**config.mk**
```make
export PLATFORM = sky130hd
export DESIGN_NAME = alu_seq
export DESIGN_NICKNAME = d
export VERILOG_FILES = /design/src/rtl/alu_pkg.sv /design/src/rtl/alu_addsub.sv /design/src/rtl/alu_seq.sv
export SDC_FILE = /design/constraint.sdc
export NUM_CORES = 1
export LEC_CHECK = 0
export CELL_PAD_IN_SITES_DETAIL_PLACEMENT = 1
export CELL_PAD_IN_SITES_GLOBAL_PLACEMENT = 1
export CORE_MARGIN = 2
export CORE_UTILIZATION = 42
export CTS_CLUSTER_SIZE = 28
export DETAILED_ROUTE_END_ITERATION = 10
export GPL_ROUTABILITY_DRIVEN = 0
export MAX_ROUTING_LAYER = met4
export PLACE_DENSITY = 0.81
export SYNTH_ARGS = -nofsm -noshare
export SYNTH_HDL_FRONTEND = slang
export SYNTH_SLANG_ARGS = --single-unit
```
**constraint.sdc**
```tcl
create_clock -name clk -period 4 [get_ports clk]
set_clock_uncertainty 0.1 [all_clocks]
set_input_delay 0.4 -clock clk [delete_from_list [all_inputs] [get_ports clk]]
set_output_delay 0.4 -clock clk [all_outputs]
set_load 0.05 [all_outputs]
```
**src/rtl/alu_pkg.sv**
```systemverilog
// Shared opcodes, FSM state codes, flag bundle and opcode helpers for alu_seq.
package alu_pkg;

   localparam logic [3:0] OP_ADD = 4'h0;
   localparam logic [3:0] OP_SUB = 4'h1;
   localparam logic [3:0] OP_NOT = 4'h2;
   localparam logic [3:0] OP_AND = 4'h3;
   localparam logic [3:0] OP_OR  = 4'h4;
   localparam logic [3:0] OP_XOR = 4'h5;
   localparam logic [3:0] OP_SLT = 4'h6;
   localparam logic [3:0] OP_EQ  = 4'h7;
   localparam logic [3:0] OP_SLL = 4'h8;
   localparam logic [3:0] OP_SRL = 4'h9;
   localparam logic [3:0] OP_SRA = 4'hA;
   localparam logic [3:0] OP_MUL = 4'hB;

   localparam logic [1:0] IDLE = 2'd0;
   localparam logic [1:0] BUSY = 2'd1;
   localparam logic [1:0] DONE = 2'd2;

   typedef struct packed {
      logic carry;
      logic overflow;
      logic zero;
      logic less;
      logic equal;
   } flags_t;

   // Ops that may need more than one cycle (shifts only when the amount is non-zero).
   function automatic logic is_multicycle(input logic [3:0] op);
      return (op == OP_SLL) || (op == OP_SRL) || (op == OP_SRA) || (op == OP_MUL);
   endfunction

   // Ops that route through the add/sub datapath with the carry-in set.
   function automatic logic uses_sub(input logic [3:0] op);
      return (op == OP_SUB) || (op == OP_SLT) || (op == OP_EQ);
   endfunction

endpackage

```
**src/rtl/alu_addsub.sv**
```systemverilog
// Combinational adder/subtractor shared by ADD/SUB/SLT/EQ and the MUL accumulate step.
module alu_addsub #(
   parameter int WIDTH = 8
) (
   input  logic [WIDTH-1:0] a,
   input  logic [WIDTH-1:0] b,
   input  logic             cin,
   output logic [WIDTH-1:0] sum,
   output logic             carry_out,
   output logic             overflow
);

   logic [WIDTH-1:0] b_eff;

   // Invert b when subtracting; the +cin completes the two's complement.
   always_comb begin
      b_eff                = b ^ {WIDTH{cin}};
      {carry_out, sum}     = {1'b0, a} + {1'b0, b_eff} + {{WIDTH{1'b0}}, cin};
      overflow             = (a[WIDTH-1] == b_eff[WIDTH-1]) && (a[WIDTH-1] != sum[WIDTH-1]);
   end

endmodule

```
**src/rtl/alu_seq.sv**
```systemverilog
// Handshaked ALU: single-cycle logic/arith ops, iterative shifts and shift-add multiply.
module alu_seq
   import alu_pkg::*;
#(
   parameter int WIDTH = 8,
   parameter int SHW   = $clog2(WIDTH)
) (
   input  logic             clk,
   input  logic             rst_n,
   input  logic             in_valid,
   output logic             in_ready,
   input  logic [WIDTH-1:0] a,
   input  logic [WIDTH-1:0] b,
   input  logic [3:0]       op,
   output logic             out_valid,
   input  logic             out_ready,
   output logic [WIDTH-1:0] result,
   output logic             carry_out,
   output logic             overflow,
   output logic             zero_flag,
   output logic             less_flag,
   output logic             equal_flag
);

   localparam int CW = SHW + 1;

   logic [1:0]       state_q, state_d;
   logic [CW-1:0]    cnt_q, cnt_d;
   logic [3:0]       op_q, op_d;
   logic [WIDTH-1:0] acc_q, acc_d;
   logic [WIDTH-1:0] mcand_q, mcand_d;
   logic [WIDTH-1:0] mplier_q, mplier_d;
   logic [WIDTH-1:0] result_q, result_d;
   flags_t           flags_q, flags_d;

   logic [WIDTH-1:0] as_a, as_b, as_sum;
   logic             as_cin, as_carry, as_ovf;
   logic [WIDTH-1:0] step_val;
   logic [WIDTH-1:0] single_res;
   flags_t           single_flags;

   // While iterating, the adder accumulates the multiplicand; otherwise it serves the input ops.
   always_comb begin
      if (state_q == BUSY) begin
         as_a   = acc_q;
         as_b   = mcand_q;
         as_cin = 1'b0;
      end else begin
         as_a   = a;
         as_b   = b;
         as_cin = uses_sub(op);
      end
   end

   alu_addsub #(.WIDTH(WIDTH)) u_addsub (
      .a         (as_a),
      .b         (as_b),
      .cin       (as_cin),
      .sum       (as_sum),
      .carry_out (as_carry),
      .overflow  (as_ovf)
   );

   // One iteration of the in-flight multi-cycle op.
   always_comb begin
      case (op_q)
         OP_SLL:  step_val = {acc_q[WIDTH-2:0], 1'b0};
         OP_SRL:  step_val = {1'b0, acc_q[WIDTH-1:1]};
         OP_SRA:  step_val = {acc_q[WIDTH-1], acc_q[WIDTH-1:1]};
         OP_MUL:  step_val = mplier_q[0] ? as_sum : acc_q;
         default: step_val = acc_q;
      endcase
   end

   // Result and flags for ops that complete on the accept edge (incl. zero-amount shifts).
   always_comb begin
      // NOTE: every output gets a default first so no path leaves a value unassigned (no latch).
      single_res   = '0;
      single_flags = '0;
      case (op)
         OP_ADD, OP_SUB, OP_SLT, OP_EQ: begin
            single_res            = as_sum;
            single_flags.carry    = as_carry;
            single_flags.overflow = as_ovf;
            single_flags.less     = (op == OP_SLT) && (as_ovf ^ as_sum[WIDTH-1]);
            single_flags.equal    = (op == OP_EQ) && (as_sum == '0);
         end
         OP_NOT:                 single_res = ~a;
         OP_AND:                 single_res = a & b;
         OP_OR:                  single_res = a | b;
         OP_XOR:                 single_res = a ^ b;
         OP_SLL, OP_SRL, OP_SRA: single_res = a;
         default:                single_res = '0;
      endcase
      single_flags.zero = (single_res == '0);
   end

   // FSM and datapath next-state: accept, iterate, then hold the result until taken.
   always_comb begin
      state_d  = state_q;
      cnt_d    = cnt_q;
      op_d     = op_q;
      acc_d    = acc_q;
      mcand_d  = mcand_q;
      mplier_d = mplier_q;
      result_d = result_q;
      flags_d  = flags_q;
      case (state_q)
         IDLE: begin
            if (in_valid) begin
               op_d = op;
               if (op == OP_MUL) begin
                  acc_d    = '0;
                  mcand_d  = a;
                  mplier_d = b;
                  cnt_d    = CW'(WIDTH);
                  state_d  = BUSY;
               end else if (is_multicycle(op) && (b[SHW-1:0] != '0)) begin
                  acc_d   = a;
                  cnt_d   = {1'b0, b[SHW-1:0]};
                  state_d = BUSY;
               end else begin
                  result_d = single_res;
                  flags_d  = single_flags;
                  state_d  = DONE;
               end
            end
         end
         BUSY: begin
            acc_d    = step_val;
            mcand_d  = {mcand_q[WIDTH-2:0], 1'b0};
            mplier_d = {1'b0, mplier_q[WIDTH-1:1]};
            cnt_d    = cnt_q - 1'b1;
            if (cnt_q == CW'(1)) begin
               result_d     = step_val;
               flags_d      = '0;
               flags_d.zero = (step_val == '0);
               state_d      = DONE;
            end
         end
         DONE: begin
            if (out_ready) state_d = IDLE;
         end
         default: state_d = IDLE;
      endcase
   end

   // State and data registers; reset discards any in-flight op.
   always_ff @(posedge clk or negedge rst_n) begin
      if (!rst_n) begin
         state_q  <= IDLE;
         cnt_q    <= '0;
         op_q     <= OP_ADD;
         acc_q    <= '0;
         mcand_q  <= '0;
         mplier_q <= '0;
         result_q <= '0;
         flags_q  <= '0;
      end else begin
         // NOTE: non-blocking so every register samples the pre-edge value of its peers.
         state_q  <= state_d;
         cnt_q    <= cnt_d;
         op_q     <= op_d;
         acc_q    <= acc_d;
         mcand_q  <= mcand_d;
         mplier_q <= mplier_d;
         result_q <= result_d;
         flags_q  <= flags_d;
      end
   end

   assign in_ready   = (state_q == IDLE);
   assign out_valid  = (state_q == DONE);
   assign result     = result_q;
   assign carry_out  = flags_q.carry;
   assign overflow   = flags_q.overflow;
   assign zero_flag  = flags_q.zero;
   assign less_flag  = flags_q.less;
   assign equal_flag = flags_q.equal;

endmodule

```
---- Word-level counts from Yosys, hierarchy flattened ----
Cells that the tools add are included.
operators by class
  muxes and demuxes ....................... 38
  reduce and logical (&&, ||, !) cells .... 23
  equality and inequality tests ........... 27
  $add $sub $neg .......................... 3
  bitwise operators ....................... 6
operator list
  cell                  number
  $mux W8               14
  $pmux W8 S2           4
  $pmux W8 S6           1
  $eq A4 B4 Y1 const B  8
  $pmux W8 S4           1
  $logic_not A8 Y1      3
  $mux W5               4
  $eq A4 B3 Y1 const B  4
  $xor A8 B8 Y8         2
  $mux W2               7
  $mux W4               3
  $pmux W5 S2           1
  $add A8 B8 Y9         1
  $add A9 B1 Y9         1
  $reduce_and A3 Y1     3
  $and A8 B8 Y8         1
  $eq A4 B1 Y1 const B  2
  $eq A4 B2 Y1 const B  2
  $not A8 Y8            1
  $or A8 B8 Y8          1
  $pmux W4 S2           1
  $ne A2 B1 Y1 const B  3
  $ne A2 B2 Y1 const B  3
  $pmux W2 S3           1
  other kinds (18)      25
storage, ports and cells
  output and inout bits ................... 15
  bits of input ports ..................... 24
  flip-flop bits (word level) ............. 47
  word-level logic and storage cells ...... 109

---- Longest topological paths before layout ----
  word-level depth ........................ 16
  gate-level depth with buffers ........... 17
  gate-level depth less buffers ........... 14

---- By module ----
Synthesis repeated with hierarchy kept, for this count alone.
unflattened totals
  cell total of the unflattened synthesis .. 525
  area, all modules ....................... 4121.5 um2
modules (own cells, without submodules)
  module      sequential area each (um2)  cells an instance  area an instance (um2)  times used
  alu_seq     1176.1                      465                3651.0                  1
  alu_addsub  0.0                         60                 470.5                   1

---- Worst setup path after synthesis ----
No wires, ideal clock.
  kind .................................... in2reg
  start ................................... input port op[2]
  end ..................................... register flags_q (netlist bit equal_flag)
  setup time .............................. 0.095 ns
  buffers on the path ..................... 1
  cell stages on the path ................. 13
  setup slack ............................. 0.299 ns
  data required time ...................... 3.805 ns
  data arrival time ....................... 3.505 ns
  cell sequence ........................... buf_4 > or3b_4 > a21oi_2 > xnor2_1 > o21ai_0 > inv_1 > fa_1 > nor2b_1 > o31a_1 > a21oi_1 > or4_1 > or4_1 > o31ai_1
between the ends
  word-level cells in the longest chain between the ends .. 14
  elaborated cells between the ends (all ways) .. 29
RTL lines
  item                                                 RTL line                      text
  start: declaration                                   alu_seq.sv:14                 input logic [3:0] op,
  $eq A4 B1 Y1 / $eq A4 B3 Y1 (equally long branches)  alu_pkg.sv:36, alu_seq.sv:80
  $logic_or A1 B1 Y1 (2 in a row)                      alu_pkg.sv:36                 return (op == OP_SUB) || (op == OP_SLT) || (op == OP_EQ);
  $mux W1                                              alu_seq.sv:44                 if (state_q == BUSY) begin
  $xor A8 B8 Y8                                        alu_addsub.sv:17              b_eff = b ^ {WIDTH{cin}};
  $add A8 B8 Y9                                        alu_addsub.sv:18              {carry_out, sum} = {1'b0, a} + {1'b0, b_eff} + {{WIDTH{1'b0}}, cin};
  $add A9 B1 Y9                                        alu_addsub.sv:18
  $logic_not A8 Y1                                     alu_seq.sv:86                 single_flags.equal = (op == OP_EQ) && (as_sum == '0);
  $logic_and A1 B1 Y1                                  alu_seq.sv:86
  $mux W2                                              alu_seq.sv:80                 case (op)
  $mux W5                                              alu_seq.sv:118                end else if (is_multicycle(op) && (b[SHW-1:0] != '0)) begin
  $mux W5                                              alu_seq.sv:112                if (op == OP_MUL) begin
  $mux W5                                              alu_seq.sv:110                if (in_valid) begin
  $pmux W5 S2                                          alu_seq.sv:108                case (state_q)
  end signal: assignment                               alu_seq.sv:168                flags_q <= flags_d;
  end: declaration                                     alu_seq.sv:34                 flags_t flags_q, flags_d;
Parallel ways exist; a longest one is shown, timed or not. The select of a mux whose other input is x is not followed.
A chain may end at the register's enable or synchronous reset.

---- Final worst setup path ----
  start ................................... input port op[0]
  end ..................................... register flags_q (netlist bit equal_flag)
The elaborated chain is that of the path after synthesis.

==> impl_metrics.csv <==
group,metric,value,unit
power,p_switching,1.78,mW
clocking,clk_pin_slew,0.10,ns
die,rows,35,
setup_path,critical_path_class,"input pin to register",
grt,grt_start_max_net_pins,48,
finish,syn2layout_area_growth,17.2,%
grt,antenna_found_initial,0,
timing,worst_slack,0.206,ns
drt,vias_per_cell,6.24,
drt,wl_per_cell,20.5,µm
power,pwr-share-comb,64.1,%
power,swShare,51.7,%
synthesis,avgSynthCellArea,7.79,µm²
timing,setup_violations,0,
grt,grt_pass1_wl,21700,µm
clocking,cts_buffers,5,
hold_path,hold_path_class,"input pin to asynchronous set/reset pin",
drt,drc,0,
timing,period_minus_slack,3.79,ns
synthesis,synth-edff-count,0,
die,die_x,100,µm
finish,fin_nets,585,
timing,max_freq,0.264,GHz
setup_path,r2r_end,"result[5]",
synthesis,syn_area,3880,µm²
setup_path,endpoint,"equal_flag",
finish,finalNonFillerCells,647,
die,die-area,10000,µm²
run,drv_cap,0,
setup_path,setup.worst_path.start,"op[0]",
finish,antenna_cells,0,
power,seqPwrFrac,26.9,%
timing,hold_viol,0,
drt,wirelength,13300,µm
clocking,clkSinkCount,47,
placement,dp_hpwl,9980,µm
power,p_int,1.67,mW
finish,final_layout_size_suffix_gt1_share,10.1,%
setup_path,reg2reg_setup_slack,0.23,ns
placement,portBuffers,38,
clocking,h-tree-depth,2,
grt,grt_pass1_vias,4262,
drt,ant_nets,0,
drt,dr.pass1.iters,7,
timing,tightest_slew,0.802,ns
setup_path,reg2regPathDepth,13,
power,leakage,1.95,nW
die,num_io_pins,39,
synthesis,syn-num-nets,548,
synthesis,synth_seq_cells,47,
synthesis,synth_cell_types,64,
setup_path,end_kind,"register",
power,clockPowerShare,9.0,%
setup_path,cp_max_fo,3,
timing,grt_setup_unrepaired,"no",
die,fp.dieH,100,µm
placement,dp_cells,639,
clocking,root_buffer,"clkbuf_8",
timing,fin_crit_sh,94.9,%
timing,drv_slew,0,
status,outcome,"finished clean",
setup_path,worstPathArrival,3.91,ns
die,core_area,9110,µm²
clocking,clk_latency,0.31,ns
power,power_density,759,nW/µm²
synthesis,netlist_instances,498,
setup_path,critPathRequiredTime,4.11,ns
synthesis,synthFlopType,"dfrtp_1",
timing,slew_headroom,46.3,%
clocking,cts_tree,"built",
setup_path,startpoint_type,"input pin",
die,initial_utilization,42.6,%
power,ir_drop,0.352,mV
grt,track_usage,28.5,%
synthesis,yosysSeqAreaShare,30.3,%
clocking,cts_max_path_buffers,2,
synthesis,async_flop_share,100,%
drt,vias,4037,
synthesis,yosys_warnings,0,
drt,drt-initial-drc-count,298,
setup_path,r2r_start,"state_q[1]",
grt,globalRouteOverflowTotal,0,
placement,pre_cts_ws,-0.191,ns
[registers in the layout (all words and copies together) (netlist names)]
signal / cells
zero_flag: 1
less_flag: 1
mplier_q: 8
acc_q: 8
mcand_q: 8
equal_flag: 1
overflow: 1
state_q: 2
op_q: 4
result: 8
carry_out: 1
cnt_q: 4
[layer usage]
metal,GRT usage [%],up-vias,wire (µm)
met5,-,-,0
met4,11.8,0,429
met3,3.41,38,618
met2,46.4,136,6510
met1,36.1,2015,5730
li1,-,1848,-
[worst min path at each step]
stage                         start  slack (ns)        end  depth (start not counted)
after floorplan               rst_n       0.004   acc_q[0]                          0
after global placement     overflow        0.36   overflow                          2
after detailed placement  result[0]        0.37  result[0]                          2
after CTS                     rst_n        0.11  carry_out                          2
after global routing          rst_n        0.14   acc_q[5]                          2
final                         rst_n        0.09   acc_q[5]                          2
[what timing repair did]
item | CTS | global route
endpoints found under the setup margin | 0 | 4
setup buffers | 0 | 0
gates resized for setup | 0 | 2
hold buffers | 0 | 0
[cells in the final DEF (no fill, tap or decap), types with 4 or more instances in the layout]
cell	Yosys	final
a21oi_1	33	33
o21ai_1	3	4
a21o_1	4	4
dfrtp_1	47	47
buf_4	3	28
a222oi_1	10	10
xnor2_1	13	13
inv_1	27	27
nand2_1	77	77
o221ai_1	7	7
nor3_1	4	4
nand2b_1	5	5
nor2b_1	9	8
ha_1	25	25
clkbuf_8	0	5
nand4_1	4	4
mux2i_1	11	11
a31oi_1	15	15
nor2_1	52	51
clkdlybuf4s50_1	0	37
o21ai_0	44	43
nand3_1	9	9
[through the flow]
stage          util [%]  total power [mW]  TNS [ns]  instance area, µm²  hold WS, ns
2_1_floorplan         -              2.38         0                3880      0.00441
3_3_place_gp       48.8              3.01         0                4450        0.359
3_5_place_dp       48.8              3.12    -0.309                4450        0.375
4_1_cts            49.8              3.45         0                4540        0.113
5_1_grt            49.9              3.71         0                4540        0.136
6_report           49.9              3.45         0                4540       0.0871
[synthesized netlist by cell type (9+ instances only)]
master | count | area [µm²]
clkbuf_1 | 22 | 82.6
nor2b_1 | 9 | 56.3
mux2i_1 | 11 | 110
a21oi_1 | 33 | 165
xnor2_1 | 13 | 114
nand2_1 | 77 | 289
o21ai_0 | 44 | 220
a222oi_1 | 10 | 100
nand3_1 | 9 | 45.0
inv_1 | 27 | 101
dfrtp_1 | 47 | 1180
a31oi_1 | 15 | 93.8
ha_1 | 25 | 313
nor2_1 | 52 | 195
[power by group through the flow]
stage	sequential, mW	clock (mW)	combinational, mW
after floorplan	0.981	0	1.40
after global placement	0.914	0	2.10
after detailed placement	0.934	0	2.18
after CTS	0.924	0.326	2.20
after global routing	0.962	0.337	2.41
final	0.929	0.311	2.21
[cell families after synthesis]
family	Yosys count	synth area share, %
buf+inv	64	6.84
simple gates	181	21.5
flops	47	30.3
mux	14	3.71
fa+ha+maj	26	8.58
compound gates	152	25.9
xor+xnor	14	3.16
[final cells by class]
class | instances | area (µm²)
fill | 1168 | 4560
multi-input combinational | 387 | 2450
sequential | 47 | 1180
timing repair buffer | 66 | 586
tap | 111 | 139
inverter | 28 | 105
clock buffer | 6 | 72.6
clock inverter | 2 | 17.5
[worst max-delay path, stage by stage]
cell	delay, ns
clkdlybuf4s50_1	0.47
or3b_4	0.41
a21oi_4	0.22
xnor2_1	0.11
o21ai_1	0.20
inv_1	0.08
fa_1	0.42
nor2b_1	0.17
o31a_1	0.16
a21oi_1	0.06
or4_1	0.53
or4_1	0.41
o31ai_1	0.26
No activity file was read; power rests on OpenSTA's default activity.
